==> config.mk <==
export PLATFORM = sky130hd
export DESIGN_NAME = wb_ram_slave
export DESIGN_NICKNAME = d
export VERILOG_FILES = /design/src/rtl/wb_ram_pkg.sv /design/src/rtl/wb_ram_byte_array.sv /design/src/rtl/wb_ram_slave.sv
export SDC_FILE = /design/constraint.sdc
export NUM_CORES = 1
export LEC_CHECK = 0
export CAP_MARGIN = 5
export CORE_MARGIN = 2
export CORE_UTILIZATION = 35
export CTS_CLUSTER_DIAMETER = 100
export DETAILED_ROUTE_END_ITERATION = 7
export GPL_TIMING_DRIVEN = 0
export PLACE_DENSITY = 0.5
export REMOVE_ABC_BUFFERS = 1
export SYNTH_ARGS = -nofsm -noshare
export SYNTH_HDL_FRONTEND = slang
export SYNTH_HIERARCHICAL = 1
export SYNTH_SLANG_ARGS = --single-unit
==> constraint.sdc <==
create_clock -name clk -period 6.33 [get_ports clk]
set_clock_uncertainty 0.1 [all_clocks]
set_input_delay 1.266 -clock clk [delete_from_list [all_inputs] [get_ports clk]]
set_output_delay 1.266 -clock clk [all_outputs]
set_load 0.02 [all_outputs]
==> src/rtl/wb_ram_pkg.sv <==
// Shared types and helpers for the Wishbone RAM slave.
// Optional error termination is enabled by defining WB_RAM_ERR_EN.
package wb_ram_pkg;

  typedef enum logic [1:0] {
    StIdle,
    StWait,
    StResp
  } state_e;

  localparam int unsigned WAIT_CNT_W = 4;

  // Expands one byte-lane select bit into its 8-bit data mask.
  function automatic logic [7:0] sel_to_mask(input logic sel_bit);
    return {8{sel_bit}};
  endfunction

endpackage

==> src/rtl/wb_ram_byte_array.sv <==
// DEPTH x DATA_WIDTH synchronous RAM: one registered read port, one byte-enabled write port.
// No reset so the array maps onto block RAM.
module wb_ram_byte_array #(
  parameter int unsigned AW         = 5,
  parameter int unsigned DATA_WIDTH = 32,
  parameter int unsigned BE_WIDTH   = 4,
  parameter int unsigned DEPTH      = 32
) (
  input  logic                  clk_i,
  input  logic                  re_i,
  input  logic [AW-1:0]         raddr_i,
  output logic [DATA_WIDTH-1:0] rdata_o,
  input  logic                  we_i,
  input  logic [AW-1:0]         waddr_i,
  input  logic [BE_WIDTH-1:0]   be_i,
  input  logic [DATA_WIDTH-1:0] wdata_i
);

  logic [DATA_WIDTH-1:0] mem_q [DEPTH];
  logic [DATA_WIDTH-1:0] rdata_q;

  always_ff @(posedge clk_i) begin
    if (we_i) begin
      for (int unsigned b = 0; b < BE_WIDTH; b++) begin
        if (be_i[b]) begin
          mem_q[waddr_i][8*b +: 8] <= wdata_i[8*b +: 8];
        end
      end
    end
    if (re_i) begin
      rdata_q <= mem_q[raddr_i];
    end
  end

  assign rdata_o = rdata_q;

endmodule

==> src/rtl/wb_ram_slave.sv <==
// Wishbone classic RAM slave with configurable wait states and registered ack/data.
// Define WB_RAM_ERR_EN to terminate out-of-range accesses with err_o instead of ack_o.
module wb_ram_slave
  import wb_ram_pkg::*;
#(
  parameter int unsigned BUS_WIDTH   = 5,
  parameter int unsigned DATA_WIDTH  = 32,
  parameter int unsigned BE_WIDTH    = 4,
  parameter int unsigned DEPTH       = 32,
  parameter int unsigned WAIT_STATES = 0
) (
  input  logic                  clk,
  input  logic                  reset_n,
  input  logic [BUS_WIDTH-1:0]  adr_i,
  input  logic [DATA_WIDTH-1:0] data_i,
  output logic [DATA_WIDTH-1:0] data_o,
  input  logic                  we_i,
  input  logic [BE_WIDTH-1:0]   sel_i,
  input  logic                  stb_i,
  input  logic                  cyc_i,
  output logic                  ack_o,
  output logic                  err_o,
  output logic                  tagn_o,
  input  logic                  tagn_i
);

  localparam int unsigned AW = (DEPTH > 1) ? $clog2(DEPTH) : 1;

  state_e                  state_q, state_d;
  logic [WAIT_CNT_W-1:0]   cnt_q, cnt_d;
  logic [BUS_WIDTH-1:0]    adr_q, adr_d;
  logic [DATA_WIDTH-1:0]   wdat_q, wdat_d;
  logic [BE_WIDTH-1:0]     sel_q, sel_d;
  logic                    we_q, we_d;
  logic                    tag_q, tag_d;
  logic                    ack_q, ack_d;
  logic                    err_q, err_d;
  logic [DATA_WIDTH-1:0]   rdat_q, rdat_d;

  logic                    req;
  logic                    go_resp;
  logic                    in_resp;
  logic                    adr_ok;
  logic                    resp_err;
  logic [DATA_WIDTH-1:0]   wmask;
  logic [BUS_WIDTH-1:0]    rd_adr;
  logic                    rd_en;
  logic                    wr_en;
  logic [DATA_WIDTH-1:0]   ram_rdata;

  assign req     = cyc_i & stb_i;
  assign in_resp = (state_q == StResp);
  assign adr_ok  = (32'(adr_q) < DEPTH);

`ifdef WB_RAM_ERR_EN
  assign resp_err = ~adr_ok;
`else
  assign resp_err = 1'b0;
`endif

  always_comb begin
    wmask = '0;
    for (int unsigned b = 0; b < BE_WIDTH; b++) begin
      wmask[8*b +: 8] = sel_to_mask(sel_i[b]);
    end
  end

  always_comb begin
    state_d = state_q;
    cnt_d   = cnt_q;
    adr_d   = adr_q;
    wdat_d  = wdat_q;
    sel_d   = sel_q;
    we_d    = we_q;
    tag_d   = tag_q;
    go_resp = 1'b0;
    unique case (state_q)
      StIdle: begin
        if (req) begin
          adr_d  = adr_i;
          wdat_d = data_i & wmask;
          sel_d  = sel_i;
          we_d   = we_i;
          tag_d  = tagn_i;
          if (WAIT_STATES == 0) begin
            state_d = StResp;
            go_resp = 1'b1;
          end else begin
            cnt_d   = WAIT_CNT_W'(WAIT_STATES - 1);
            state_d = StWait;
          end
        end
      end
      StWait: begin
        if (!req) begin
          state_d = StIdle;
        end else if (cnt_q == '0) begin
          state_d = StResp;
          go_resp = 1'b1;
        end else begin
          cnt_d = cnt_q - 1'b1;
        end
      end
      StResp: begin
        state_d = StIdle;
      end
      default: begin
        state_d = StIdle;
      end
    endcase
  end

  // The RAM read is launched in the cycle before RESP; with no wait states that is
  // the sampling cycle itself, so the address comes straight from the bus.
  assign rd_adr = (state_q == StIdle) ? adr_i : adr_q;
  assign rd_en  = go_resp & ((state_q == StIdle) ? ~we_i : ~we_q);
  assign wr_en  = in_resp & we_q & adr_ok;

  always_comb begin
    ack_d  = in_resp & ~resp_err;
    err_d  = in_resp & resp_err;
    rdat_d = rdat_q;
    if (in_resp && !we_q && !resp_err) begin
      rdat_d = adr_ok ? ram_rdata : '0;
    end
  end

  always_ff @(posedge clk or negedge reset_n) begin
    if (!reset_n) begin
      state_q <= StIdle;
      cnt_q   <= '0;
      adr_q   <= '0;
      wdat_q  <= '0;
      sel_q   <= '0;
      we_q    <= 1'b0;
      tag_q   <= 1'b0;
      ack_q   <= 1'b0;
      err_q   <= 1'b0;
      rdat_q  <= '0;
    end else begin
      state_q <= state_d;
      cnt_q   <= cnt_d;
      adr_q   <= adr_d;
      wdat_q  <= wdat_d;
      sel_q   <= sel_d;
      we_q    <= we_d;
      tag_q   <= tag_d;
      ack_q   <= ack_d;
      err_q   <= err_d;
      rdat_q  <= rdat_d;
    end
  end

  wb_ram_byte_array #(
    .AW        (AW),
    .DATA_WIDTH(DATA_WIDTH),
    .BE_WIDTH  (BE_WIDTH),
    .DEPTH     (DEPTH)
  ) u_array (
    .clk_i  (clk),
    .re_i   (rd_en),
    .raddr_i(AW'(rd_adr)),
    .rdata_o(ram_rdata),
    .we_i   (wr_en),
    .waddr_i(AW'(adr_q)),
    .be_i   (sel_q),
    .wdata_i(wdat_q)
  );

  assign data_o = rdat_q;
  assign ack_o  = ack_q;
  assign err_o  = err_q;
  assign tagn_o = tag_q;

endmodule
* After elaboration in Yosys (flattened, before gate mapping)
Memories as Yosys holds them, arrays and structs flattened. A register that Yosys moved wholly into a read port is not among the register bits.
Index checks and enable logic that the tools add are counted.
** Operators by class
- Divide/modulo/power cells :: 0
- Order comparisons :: 0
- Add/subtract/negate cells :: 1
- Bitwise gates (word level) :: 7
- Mux-type cells :: 22
- Reduce and logical (&&, ||, !) cells :: 7
- Multipliers :: 0
- Shift operators :: 0
- Eq/ne operators :: 4
** Operators with widths (count)
- AND 32 bit :: 1
- two-way mux 1 bit :: 16
- two-way mux 2 bit :: 3
- two-way mux 5 bit :: 1
- zero test 4 bit :: 1
- one-hot mux 2 bit (2 select lines) :: 1
- AND reduction 2 bit :: 2
- subtractor 4 x 1 -> 4 bit, second input constant :: 1
- AND 1 bit :: 3
- != test 3 bit, second input constant :: 1
- NOT 1 bit :: 3
- AND reduction 3 bit :: 1
- == test 2 x 1 -> 1 bit, second input constant :: 1
- == test 2 bit, second input constant :: 1
- zero test 2 bit :: 1
- != test 2 bit, second input constant :: 1
- one-hot mux 1 bit (2 select lines) :: 1
- logical AND 1 bit :: 1
- zero test 1 bit :: 1
** Word-level totals
- Logic and storage cells :: 51
- Bits in latches :: 0
- Input bits :: 47
- Output and inout port bits :: 35
- RAM bits :: 1024
- Memories kept :: 1
- Memory bits (read-only) :: 0
- Flip-flop bits (word level) :: 82
** Memory list
- u_array.mem_q :: words 32, bits a word 32, rd ports 1, clocked after memory_dff 1, write ports 1, line wb_ram_byte_array.sv:19 : logic [DATA_WIDTH-1:0] mem_q [DEPTH];

* Depth between registers and ports, before layout
Gate-level depths: netlist (run 1).
- Depth after elaboration :: 5
- Depth in mapped cells :: 10

* Hierarchy
Netlist (run 1), hierarchy kept.
** By module, submodules not included
- wb_ram_byte_array :: cells each 2406, times used 1, area each 41347.2 sq um
- wb_ram_slave :: cells each 241, times used 1, area each 3218.1 sq um

* Worst setup path before layout (run 1)
No wires, ideal clock.
- Path kind :: input to register
- From :: in cyc_i
- To :: reg u_array.rdata_q[0], in the netlist u_array/rdata_o[0] (read register of u_array.mem_q) (enable)
- Buffers on the path :: 2
- Path slack :: 2.610 ns
- Arrival time :: 3.195 ns
- Stages :: 4
- Cells stage by stage :: and3b_1 > buf_6 > buf_6 > nor2b_1
** On the way
- Word-level cells in the longest chain between the ends :: 4
- Elaborated cells on any way between the ends :: 5
- Those cells by class :: mux (3); bitwise (2)
** RTL lines
- start: declaration :: line wb_ram_slave.sv:20 : input logic cyc_i,
- AND 1 bit (*) :: line wb_ram_slave.sv:51 : assign req = cyc_i & stb_i;
- two-way mux 1 bit, on equally long branches :: line wb_ram_slave.sv:95, wb_ram_slave.sv:79
- one-hot mux 1 bit (2 select lines) (*) :: line wb_ram_slave.sv:77 : unique case (state_q)
- AND 1 bit (*) :: line wb_ram_slave.sv:116 : assign rd_en = go_resp & ((state_q == StIdle) ? ~we_i : ~we_q);
- via rd_en :: line wb_ram_slave.sv:47 : logic rd_en;
- end: declaration :: line wb_ram_byte_array.sv:20 : logic [DATA_WIDTH-1:0] rdata_q;
The timed path passes the listed nets; every way through them passes the cells marked *.
A chain may end at the register's enable or synchronous reset.

* Final worst setup path (run 1)
- From :: in adr_i[0]
- To :: reg u_array.rdata_q[16], in the netlist u_array/rdata_o[16] (read register of u_array.mem_q) (data pin)
** On the way
- Word-level cells in the longest chain between the ends :: 1
** RTL lines
- start: declaration :: line wb_ram_slave.sv:14 : input logic [BUS_WIDTH-1:0] adr_i,
- two-way mux 5 bit :: line wb_ram_slave.sv:115 : assign rd_adr = (state_q == StIdle) ? adr_i : adr_q;
- via rd_adr[0] :: line wb_ram_slave.sv:46 : logic [BUS_WIDTH-1:0] rd_adr;
The timed path passes the listed nets, and every way through them passes these cells.

==> reports/metrics.cfg, run 1 <==
[grt]
grt_overflow = 0
grt_max_degree = 90
grt_pass1_wl_um = 155000
grt_pass1_vias = 22898
antenna_found_initial = 0
grt.total_usage_pct = 16.2

[setup_path]
crit_chain = clkdlybuf4s50_1, mux2_8, buf_16, buf_16, buf_16, mux2i_1, a22o_1, nor3_1, a31oi_1, nand3_1
crit_arrival_ns = 4.44
slowest_stage = mux2_8
crit_path_max_fanout = 54
worst-path-buf-inv = 4
crit_top_cell = buf_16
cpLargestDelayFamily = buffers and inverters
end_kind = flip-flop
cp-start-kind = input pin
critical_path.max_stage_delay_ns = 0.50
critPathRequiredTime_ns = 6.64
worstSetupPathType = in -> reg

[sta]
tightest_slew_ns = 1.28
worst_slack_ns = 2.20
whs_ns = 0.361
hold_viol_final = 0
grt_setup_unrepaired = false
setup_violations = 0
finalCritPeriodShare_pct = 65.3
finalMaxSlewViolations = 0
slew_headroom_pct = 14.4
max_freq_ghz = 0.242
period_needed_ns = 4.13

[finish]
drive_gt1_share_pct = 9.21
fill_cells = 11166
areaGrowthSynthToFinish_pct = 15.3
final_cells = 4473
multi_input_area_um2 = 9950
seq_area_um2 = 33600
nets = 2770

[yosys]
synthesis.area_um2 = 44600
synth_top_area_share_pct = 71.2
synth_area_per_cell_um2 = 16.8
synth_area_leader_cell = edfxtp_1
ys_seq_elements = 1133
yosysWarnings = 6
synth_area_leaders = edfxtp_1 (71%), mux2i_1 (12%), dfrtp_1 (4.3%)
seq_area_frac_synth_pct = 75.5
synth_cell_types = 29
syn_inst = 2647

[clocking]
cts_tree = built
numCtsBuffers = 115
post_cts_buffers = 0
cts.path.max_buffers = 3
cts_htree_levels = 3
cts_hold_buffers = 0
clockRootBuffer = clkbuf_16
clock_sinks = 1133
worstSkewPairLatency_ns = 0.69
clkTransAtPathRegs_ns = 0.06
ctsResizeCount = 0

[place]
dp_cells = 4251
io_buffers = 80
place.gp.congestion = 0.749
hpwlAfterDp_um = 65800
detailedPlace.worstSlack_ns = 1.39

[drt]
num_vias = 22783
routed_wl_um = 108000
wl_per_cell_um = 24.1
drtPass1Iterations = 8
via_per_inst = 5.09
drc_errors = 0
initialDrtViolationCount = 1803
ant_nets = 0

[outcome]
outcome = finished, final reports clean

[die]
initial_core_util_pct = 35.4
ioPinCount = 82
die_area_um2 = 130000
rows = 130
chipHeight_um = 361
die_w_um = 361
core-area_um2 = 126000

[power_and_ir_drop]
power_mw = 17.5
vdd_drop_max_mv = 0.210
p_leak_nw = 17.8
power.density_nw_per_um2 = 341

[job]
drv_cap = 0

[worst_hold_path]
holdCritPathClass = reg -> reg

-- cell usage after synthesis --
cell / n
nand3_1: 96
edfxtp_1: 1056
nand2b_1: 2
nor3b_1: 3
and3b_1: 3
mux2_2: 22
nor2b_1: 6
and3_1: 1
conb_1: 1
dfrtp_1: 77
and2_1: 3
mux2i_1: 544
or2_2: 1
clkbuf_4: 2
nor3_1: 33
buf_1: 21
buf_6: 20
clkbuf_1: 47
buf_2: 28
inv_1: 32
a21oi_1: 96
nor2_1: 131
buf_4: 38
a31oi_1: 32
nand2_1: 166
mux2_1: 14
mux2_4: 12
a22o_1: 64
a22oi_1: 96
-- final cells by class --
class | instances | area share (%)
multi-input cells | 1326 | 19.4
flip-flops and latches | 1133 | 65.5
diodes | 1 | 0.00487
clock inverters | 74 | 1.43
clock buffers | 142 | 6.19
inverters | 32 | 0.234
repair buffers | 115 | 3.25
well taps | 1650 | 4.02
-- state kept, by name, indices dropped and copies added, names as in the netlist, 4 cells and up --
| name | flops |
|---|---|
| sel_q | 4 |
| u_array/mem_q | 1024 |
| adr_q | 5 |
| u_array/rdata_o | 32 |
| wdat_q | 32 |
| data_o | 32 |
-- report_power, final --
group          total [mW]  internal (mW)  leakage, nW  switching, mW
sequential           8.98           8.59         10.6          0.390
combinational        1.64          0.677         5.35          0.965
clock                6.91           4.15         1.93           2.76
total                17.5           13.4         17.8           4.11
-- layer usage --
metal	wire (µm)	vias to the layer above	track usage [%]
met5	0	-	0
met4	2520	0	4.78
met3	5910	152	2.97
met2	51800	573	26.9
met1	47400	11672	21.8
li1	-	10386	-
-- worst paths after layout --
path | end | slack [ns] | depth (start not counted) | start
worst max-delay path | u_array/rdata_o[16] | 2.20 | 10 | adr_i[0]
worst min-delay path | data_o[10] | 0.36 | 1 | u_array/rdata_o[10]
worst max register to register | u_array/rdata_o[16] | 2.57 | 9 | state_q[1]
worst min register to register | data_o[10] | 0.36 | 1 | u_array/rdata_o[10]
max in group asynchronous | wdat_q[6] | 4.97 | 2 | reset_n
min in group asynchronous | data_o[27] | 0.46 | 1 | reset_n
-- cell families after synthesis --
logic type | share of synthesized area (%)
other cells | 0.00841
buf+inv | 2.34
compound gates | 4.40
simple gates | 4.24
mux | 13.5
flops | 75.5
-- per-stage QoR --
stage / setup TNS (ns) / cell area [µm²] / utilization, %
2_1_floorplan: -172.64 / 43600 / -
4_1_cts: 0 / 51200 / 40.6
3_5_place_dp: 0 / 47300 / 37.5
5_1_grt: 0 / 51400 / 40.7
6_report: 0 / 51400 / 40.7
3_3_place_gp: -377.79 / 46500 / 36.9
-- layout by cell type, fill, tap and decap left out, drive strengths merged --
master / synthesis / layout
dfrtp: 77 / 77
nand2b: 2 / 2
conb: 1 / 1
nand2: 166 / 166
nand3: 96 / 96
mux2i: 544 / 544
clkdlybuf4s50: 0 / 79
nor2b: 6 / 6
and2: 3 / 3
a22o: 64 / 64
inv: 32 / 33
a22oi: 96 / 96
diode: 0 / 1
edfxtp: 1056 / 1056
buf: 107 / 36
clkinvlp: 0 / 4
clkinv: 0 / 54
and3: 1 / 1
bufinv: 0 / 15
clkbuf: 49 / 142
nor3: 33 / 33
a31oi: 32 / 32
or2: 1 / 1
nor3b: 3 / 3
and3b: 3 / 3
mux2: 48 / 48
nor2: 131 / 131
a21oi: 96 / 96
(Power assumes the default switching activity.)
==> inputs of run 2 (changes only) <==
Settings changed: PLACE_DENSITY 0.5 to 0.52.
Clock period 6.33 ns to 3.7 ns, I/O delays scaled along.
==> run 2 against run 1 <==
  * The run now ends with setup timing left
  * Cell count barely moved
  * Flip-flop and latch count did not move
  * Final area fell by 0.51%
  * Combinational power rose by 65%
  * Register-to-register slack got worse by 2.6 ns
  * Utilization fell by 0.21 points
  * Die area did not move
  * Global-route usage fell by 0.067 points
  * Clock power rose by 64%
  * Wire length rose by 0.40%
==> reports/metrics.cfg, run 2 (synthesis gave the netlist of run 1 again) <==
[outcome]
outcome = finished, violations left  ; was finished, final reports clean
violations = setup timing

[die]
rows = 130  ; unchanged
die_area_um2 = 130000  ; unchanged
die_w_um = 361  ; unchanged
ioPinCount = 82  ; unchanged
core-area_um2 = 126000  ; unchanged
initial_core_util_pct = 35.4  ; unchanged
chipHeight_um = 361  ; unchanged

[clocking]
cts.path.max_buffers = 3  ; unchanged
numCtsBuffers = 112  ; was 115
cts_htree_levels = 3  ; unchanged
clock_sinks = 1133  ; unchanged
worstSkewPairLatency_ns = 0.68  ; was 0.69 ns
cts_tree = built  ; unchanged
clockRootBuffer = clkbuf_16  ; unchanged
post_cts_buffers = 0  ; unchanged
clkTransAtPathRegs_ns = 0.06  ; about the same

[grt]
top_usage_layer = met2  ; unchanged
use_met3_pct = 2.45  ; was 2.97%
use_met1_pct = 21.7  ; was 21.8%
antenna_found_initial = 2  ; was 0
met2_usage_pct = 27.0  ; was 26.9%
grt_pass1_vias = 22832  ; was 22.9k
grt_pass1_wl_um = 154000  ; was 155,000 µm
grt_overflow = 0  ; unchanged
grt_max_degree = 91  ; was 90
grt.total_usage_pct = 16.2  ; about the same

[power_and_ir_drop]
p_seq_share_pct = 52.5  ; was 51.2%
p_sw_mw = 6.97  ; was 4.11 mW
switching_share_pct = 23.7  ; was 23.5%
power_frac_clock_pct = 38.3  ; was 39.4%
power.density_nw_per_um2 = 575  ; was 341 nW/µm²
p_leak_nw = 17.7  ; was 17.8 nW
combPwrFrac_pct = 9.2  ; was 9.4%
internal_power_mw = 22.4  ; was 13.4 mW
vdd_drop_max_mv = 0.387  ; was 0.210 mV

[finish]
areaGrowthSynthToFinish_pct = 14.7  ; was 15.3%
final_cells = 4469  ; was 4,473
top_register = u_array/mem_q  ; unchanged
final_common_cell = edfxtp_1  ; unchanged
final_util_pct = 40.5  ; was 40.7%
seq_area_um2 = 33600  ; about the same
largest_register_ff_count = 1024  ; unchanged
nets = 2766  ; was 2,770
drive_gt1_share_pct = 9.19  ; was 9.21%
multi_input_area_um2 = 9980  ; was 9950 µm²
fill_cells = 11208  ; about the same
layout_common_cells = edfxtp_1 (1,056), mux2i_1 (544), nand2_1 (165)  ; unchanged

[setup_path]
critPathRequiredTime_ns = 3.88  ; was 6.64 ns
critical_path.max_stage_delay_ns = 1.25  ; was 0.50 ns
crit_path_max_fanout = 32  ; was 54
worstSetupPathType = reg -> reg  ; was in -> reg
cp-start-kind = flip-flop  ; was input pin
cpLargestDelayFamily = simple AND/OR/NAND/NOR gates  ; was buffers and inverters
end_kind = flip-flop  ; unchanged
slowest_stage = nor2_1  ; was mux2_8
crit_arrival_ns = 3.94  ; was 4.44 ns
crit_chain = and2_1, nand2_1, nor2_1  ; was clkdlybuf4s50_1, mux2_8, buf_16, buf_16, buf_16, mux2i_1, a22o_1, nor3_1, a31oi_1, nand3_1
worst-path-buf-inv = 0  ; was 4

[drt]
routed_wl_um = 108000  ; about the same
ant_nets = 0  ; unchanged
drtPass1Iterations = 6  ; was 8
via_per_inst = 5.14  ; was 5.09
drc_errors = 0  ; unchanged
initialDrtViolationCount = 1974  ; was 1,803
num_vias = 22977  ; was 22.8k
wl_per_cell_um = 24.2  ; was 24.1 µm

[place]
detailedPlace.worstSlack_ns = -0.951  ; was 1.39 ns
dp_cells = 4249  ; was 4,251
place.gp.congestion = 0.748  ; was 0.749
hpwlAfterDp_um = 64500  ; was 65,800 µm
io_buffers = 80  ; unchanged

[sta]
grt_setup_unrepaired = true  ; was false
finalMaxSlewViolations = 0  ; unchanged
whs_ns = 0.364  ; was 0.361 ns
hold_viol_final = 0  ; unchanged
setup_violations = 24  ; was 0
tightest_slew_ns = 1.32  ; was 1.28 ns
slew_headroom_pct = 12.1  ; was 14.4%
worst_slack_ns = -0.0570  ; was 2.20 ns
finalCritPeriodShare_pct = 102
period_needed_ns = 3.76
max_freq_ghz = 0.266

[worst_hold_path]
holdCritPathClass = reg -> reg  ; unchanged

[job]
drv_cap = 0  ; unchanged

run 2: changes by cell type in the layout (fill, tap and decap cells not counted), sizes merged:
cell,delta
clkbuf,+16
clkinv,-14
buf,-7
bufinv,-6
bufbuf,+2
inv,+2
clkinvlp,+1
dlygate4sd3,+1
mux2,+1
run 2: layout make-up:
class,count,area share (%)
Tap cell,1650,4.04
Clock inverter,57,1.02
Multi-Input combinational cell,1327,19.5
Antenna cell,1,0.00490
Timing Repair Buffer,113,3.12
Inverter,32,0.235
Sequential cell,1133,65.8
Clock buffer,156,6.21
run 2: repair_timing:
item                                   in CTS  in global routing
setup endpoints to repair                  59                 56
cloned                                      3                  2
endpoints found under the hold margin       8                  0
hold buffers                                1                  0
gates resized for setup                     1                  7
run 2: stage by stage:
stage / TNS [ns] / total power, mW / area [µm²]
2_1_floorplan: -260.99 / 17.4 / 43600
3_3_place_gp: -722.09 / 19.1 / 46500
3_5_place_dp: -23.31 / 18.4 / 47200
4_1_cts: -2.96 / 29.7 / 51000
5_1_grt: -3.38 / 30.4 / 51100
6_report: -1.02 / 29.4 / 51100
run 2: final timing paths:
check / cells after the start / endpoint / slack (ns) / from
max: 3 / u_array/mem_q[8][10] / -0.06 / state_q[1]
min: 1 / data_o[20] / 0.36 / u_array/rdata_o[20]
max reg2reg: 3 / u_array/mem_q[8][10] / -0.06 / state_q[1]
min reg2reg: 1 / data_o[20] / 0.36 / u_array/rdata_o[20]
max in group asynchronous: 3 / adr_q[0] / 2.32 / reset_n
min in group asynchronous: 2 / data_o[30] / 0.47 / reset_n
run 2: power by group through the flow:
stage,Sequential (mW),Combinational (mW),Clock [mW]
floorplan,15.5,2.00,0
detailed placement,15.7,2.68,0
CTS,15.5,2.72,11.5
global route,15.5,2.88,12.0
global placement,15.7,3.40,0
finish,15.4,2.70,11.3
run 2: per-layer routing:
layer | share of wire [%] | vias to the layer above
met5 | 0 | -
met4 | 2.6 | 0
met3 | 5.6 | 147
met2 | 48 | 642
met1 | 43 | 11812
li1 | - | 10376
==> inputs of run 3 (changes only) <==
Settings changed: CORE_UTILIZATION 35 to 45, PLACE_DENSITY 0.52 to 0.63.
==> run 3 against run 2 <==
  * The flow now finishes without violations
  * Maximum frequency rose by 2.5%
  * Count of clock-buffer cells in the layout rose by 2
  * Register-to-register slack gained 0.09 ns
  * Clock power hardly changed
  * Critical endpoint is now u_array/rdata_o[13]
  * Largest cell class unchanged
  * Highest routed layer unchanged
==> reports/metrics.cfg, run 3 (synthesis gave the netlist of run 1 again) <==
[setup_path]
crit_chain = mux2_2, nor2b_4, buf_12, buf_12, buf_12, a22oi_1, a31oi_1, nand3_1  ; was and2_1, nand2_1, nor2_1
worstSetupPathType = reg -> reg  ; unchanged
crit_top_cell = buf_12
slowest_stage = dfrtp_2  ; was nor2_1
cp-start-kind = flip-flop  ; unchanged
cpLargestDelayFamily = simple AND/OR/NAND/NOR gates  ; unchanged
end_kind = flip-flop  ; unchanged
ff2ff_setup_slack_ns = 0.03  ; was -0.06 ns
r2r_cells = 8  ; was 3
critical_path.max_stage_delay_ns = 0.65  ; was 1.25 ns
worst-path-buf-inv = 3  ; was 0
r2r-end = u_array/rdata_o[13]  ; was u_array/mem_q[8][10]
crit_arrival_ns = 3.94  ; about the same
rr_startpoint = state_q[1]  ; unchanged
critPathRequiredTime_ns = 3.97  ; was 3.88 ns
crit_path_max_fanout = 30  ; was 32

[drt]
met2_length_um = 50000  ; was 52,300 µm
wl_per_cell_um = 25.2  ; was 24.2 µm
num_vias = 23313  ; was 23.0k
highest_layer = met4  ; unchanged
routed_wl_um = 104000  ; was 108,000 µm
drt-met1-wl_um = 44000  ; was 47,000 µm
via_per_inst = 5.68  ; was 5.14
drtPass1Iterations = 6  ; unchanged
drc_errors = 0  ; unchanged
ant_nets = 0  ; unchanged
route.met3.wl_um = 6710  ; was 6060 µm
initialDrtViolationCount = 2306  ; was 1,974

[clocking]
clock_sinks = 1133  ; unchanged
cts.path.max_buffers = 3  ; unchanged
cts_tree = built  ; unchanged
clkTransAtPathRegs_ns = 0.06  ; about the same
numCtsBuffers = 110  ; was 112
clockRootBuffer = clkbuf_16  ; unchanged
worstSkewPairLatency_ns = 0.68  ; about the same
cts_htree_levels = 3  ; unchanged

[place]
io_buffers = 80  ; unchanged
hpwlAfterDp_um = 62100  ; was 64,500 µm
place.gp.congestion = 0.773  ; was 0.748
dpl_cell_area_um2 = 46800  ; was 47,200 µm²

[die]
chipHeight_um = 319  ; was 361 µm
die_w_um = 319  ; was 361 µm
die_area_um2 = 102000  ; was 130,000 µm²
ioPinCount = 82  ; unchanged
initial_core_util_pct = 45.3  ; was 35.4%
rows = 115  ; was 130
core-area_um2 = 98300  ; was 126,000 µm²

[worst_hold_path]
hold_depth = 1  ; unchanged
holdCritPathClass = reg -> reg  ; unchanged
hp-start = u_array/rdata_o[30]  ; was u_array/rdata_o[20]
hold-path-endpoint = data_o[30]  ; was data_o[20]

[sta]
tightest_slew_ns = 1.27  ; was 1.32 ns
setup_violations = 0  ; was 24
slew_headroom_pct = 15.4  ; was 12.1%
period_needed_ns = 3.67  ; was 3.76 ns
hold_viol_final = 0  ; unchanged
finalMaxSlewViolations = 0  ; unchanged
finalCritPeriodShare_pct = 99.1  ; was 102%
max_freq_ghz = 0.273  ; was 0.266 GHz
tns_ns = 0  ; was -1.02 ns
grt_setup_unrepaired = false  ; was true

[power_and_ir_drop]
p_seq_share_pct = 52.6  ; was 52.5%
switching_share_pct = 23.5  ; was 23.7%
power_mw = 29.3  ; was 29.4 mW
internal_power_mw = 22.4  ; about the same
p_sw_mw = 6.88  ; was 6.97 mW
p_leak_nw = 17.8  ; was 17.7 nW
power.density_nw_per_um2 = 577  ; was 575 nW/µm²
power_frac_clock_pct = 38.1  ; was 38.3%
vdd_drop_max_mv = 0.356  ; was 0.387 mV
combPwrFrac_pct = 9.3  ; was 9.2%

[finish]
nets = 2771  ; was 2,766
areaGrowthSynthToFinish_pct = 13.8  ; was 14.7%
top_register = u_array/mem_q  ; unchanged
final_common_cell = edfxtp_1  ; unchanged
layout_common_cells = edfxtp_1 (1,056), mux2i_1 (544), nand2_1 (165)  ; unchanged
fin_area_um2 = 50700  ; was 51,100 µm²
largest_register_ff_count = 1024  ; unchanged
drive_gt1_share_pct = 8.73  ; was 9.19%
fill_cells = 7771  ; was 11.2k

[grt]
grt_overflow = 0  ; unchanged
grt.total_usage_pct = 20.2  ; was 16.2%
grt_pass1_wl_um = 152000  ; was 154,000 µm
antenna_found_initial = 1  ; was 2
grt_pass1_vias = 23514  ; was 22.8k
grt_max_degree = 51  ; was 91

[job]
drv_cap = 0  ; unchanged

[outcome]
outcome = finished, final reports clean  ; was finished, violations left

[run 3: cell types whose count changed in the layout (fill, tap and decap cells not counted), sizes merged]
cell	delta
bufinv	-1
buf	+4
mux2	+1
inv	-1
clkinvlp	-3
clkinv	-3
bufbuf	+4
[run 3: timing repair]
item	4_1_cts	5_1_grt
pin swaps	1	0
endpoints found under the setup margin	22	9
cloned	8	0
resized for setup	1	1
hold buffers	1	0
endpoints found under the hold margin	10	0
setup buffers	1	2
[run 3: worst max-delay path by stage]
stage	startpoint	end	slack, ns	cells past startpoint
detailed placement	adr_i[0]	u_array/rdata_o[31]	-1.15	10
CTS	state_q[1]	u_array/rdata_o[13]	0.03	8
floorplan	adr_i[0]	u_array/rdata_o[0]	-7.50	5
global route	state_q[1]	u_array/rdata_o[31]	0.001	9
global placement	adr_i[0]	u_array/rdata_o[13]	-11.69	6
finish	state_q[1]	u_array/rdata_o[13]	0.03	8
[run 3: per-layer routing]
metal	track usage, %	vias up
met5	0	-
li1	-	10385
met4	6.98	0
met1	27.6	11970
met2	32.8	797
met3	3.33	161
[run 3: worst reg2reg max path, delay by kind of cell (launching register included)]
kind / cells / cell delay (ns)
AND/OR/NAND/NOR: 2 / 0.76
AO/OA/AOI/OAI: 2 / 0.62
multiplexers: 1 / 0.47
flip-flops: 1 / 0.65
buffers and inverters: 3 / 0.76
[run 3: power by group through the flow]
stage | sequential, mW | combinational [mW] | clock (mW)
after global placement | 15.6 | 3.30 | 0
after floorplan | 15.5 | 2.00 | 0
after detailed placement | 15.7 | 2.63 | 0
final | 15.4 | 2.72 | 11.2
after global routing | 15.5 | 2.88 | 11.9
after CTS | 15.4 | 2.71 | 11.3
[run 3: cell type report]
class	instances	area [µm²]	share of cell area (%)
multi-input combinational	1328	9980	19.7
antenna	1	2.50	0.00493
tap	1287	1610	3.17
timing repair buffer	119	1710	3.36
sequential	1133	33600	66.3
clock inverter	49	458	0.903
inverter	32	120	0.237
clock buffer	158	3200	6.31
[run 3: per-stage QoR]
stage	std cells	util [%]	setup slack [ns]	hold slack (ns)
after floorplan	2491	-	-7.50	0.339
after global placement	3858	46.9	-11.69	0.349
after detailed placement	3886	47.6	-1.15	0.352
after CTS	4103	51.6	0.0294	0.364
after global routing	4106	51.6	0.00113	0.382
final	4107	51.6	0.0338	0.364
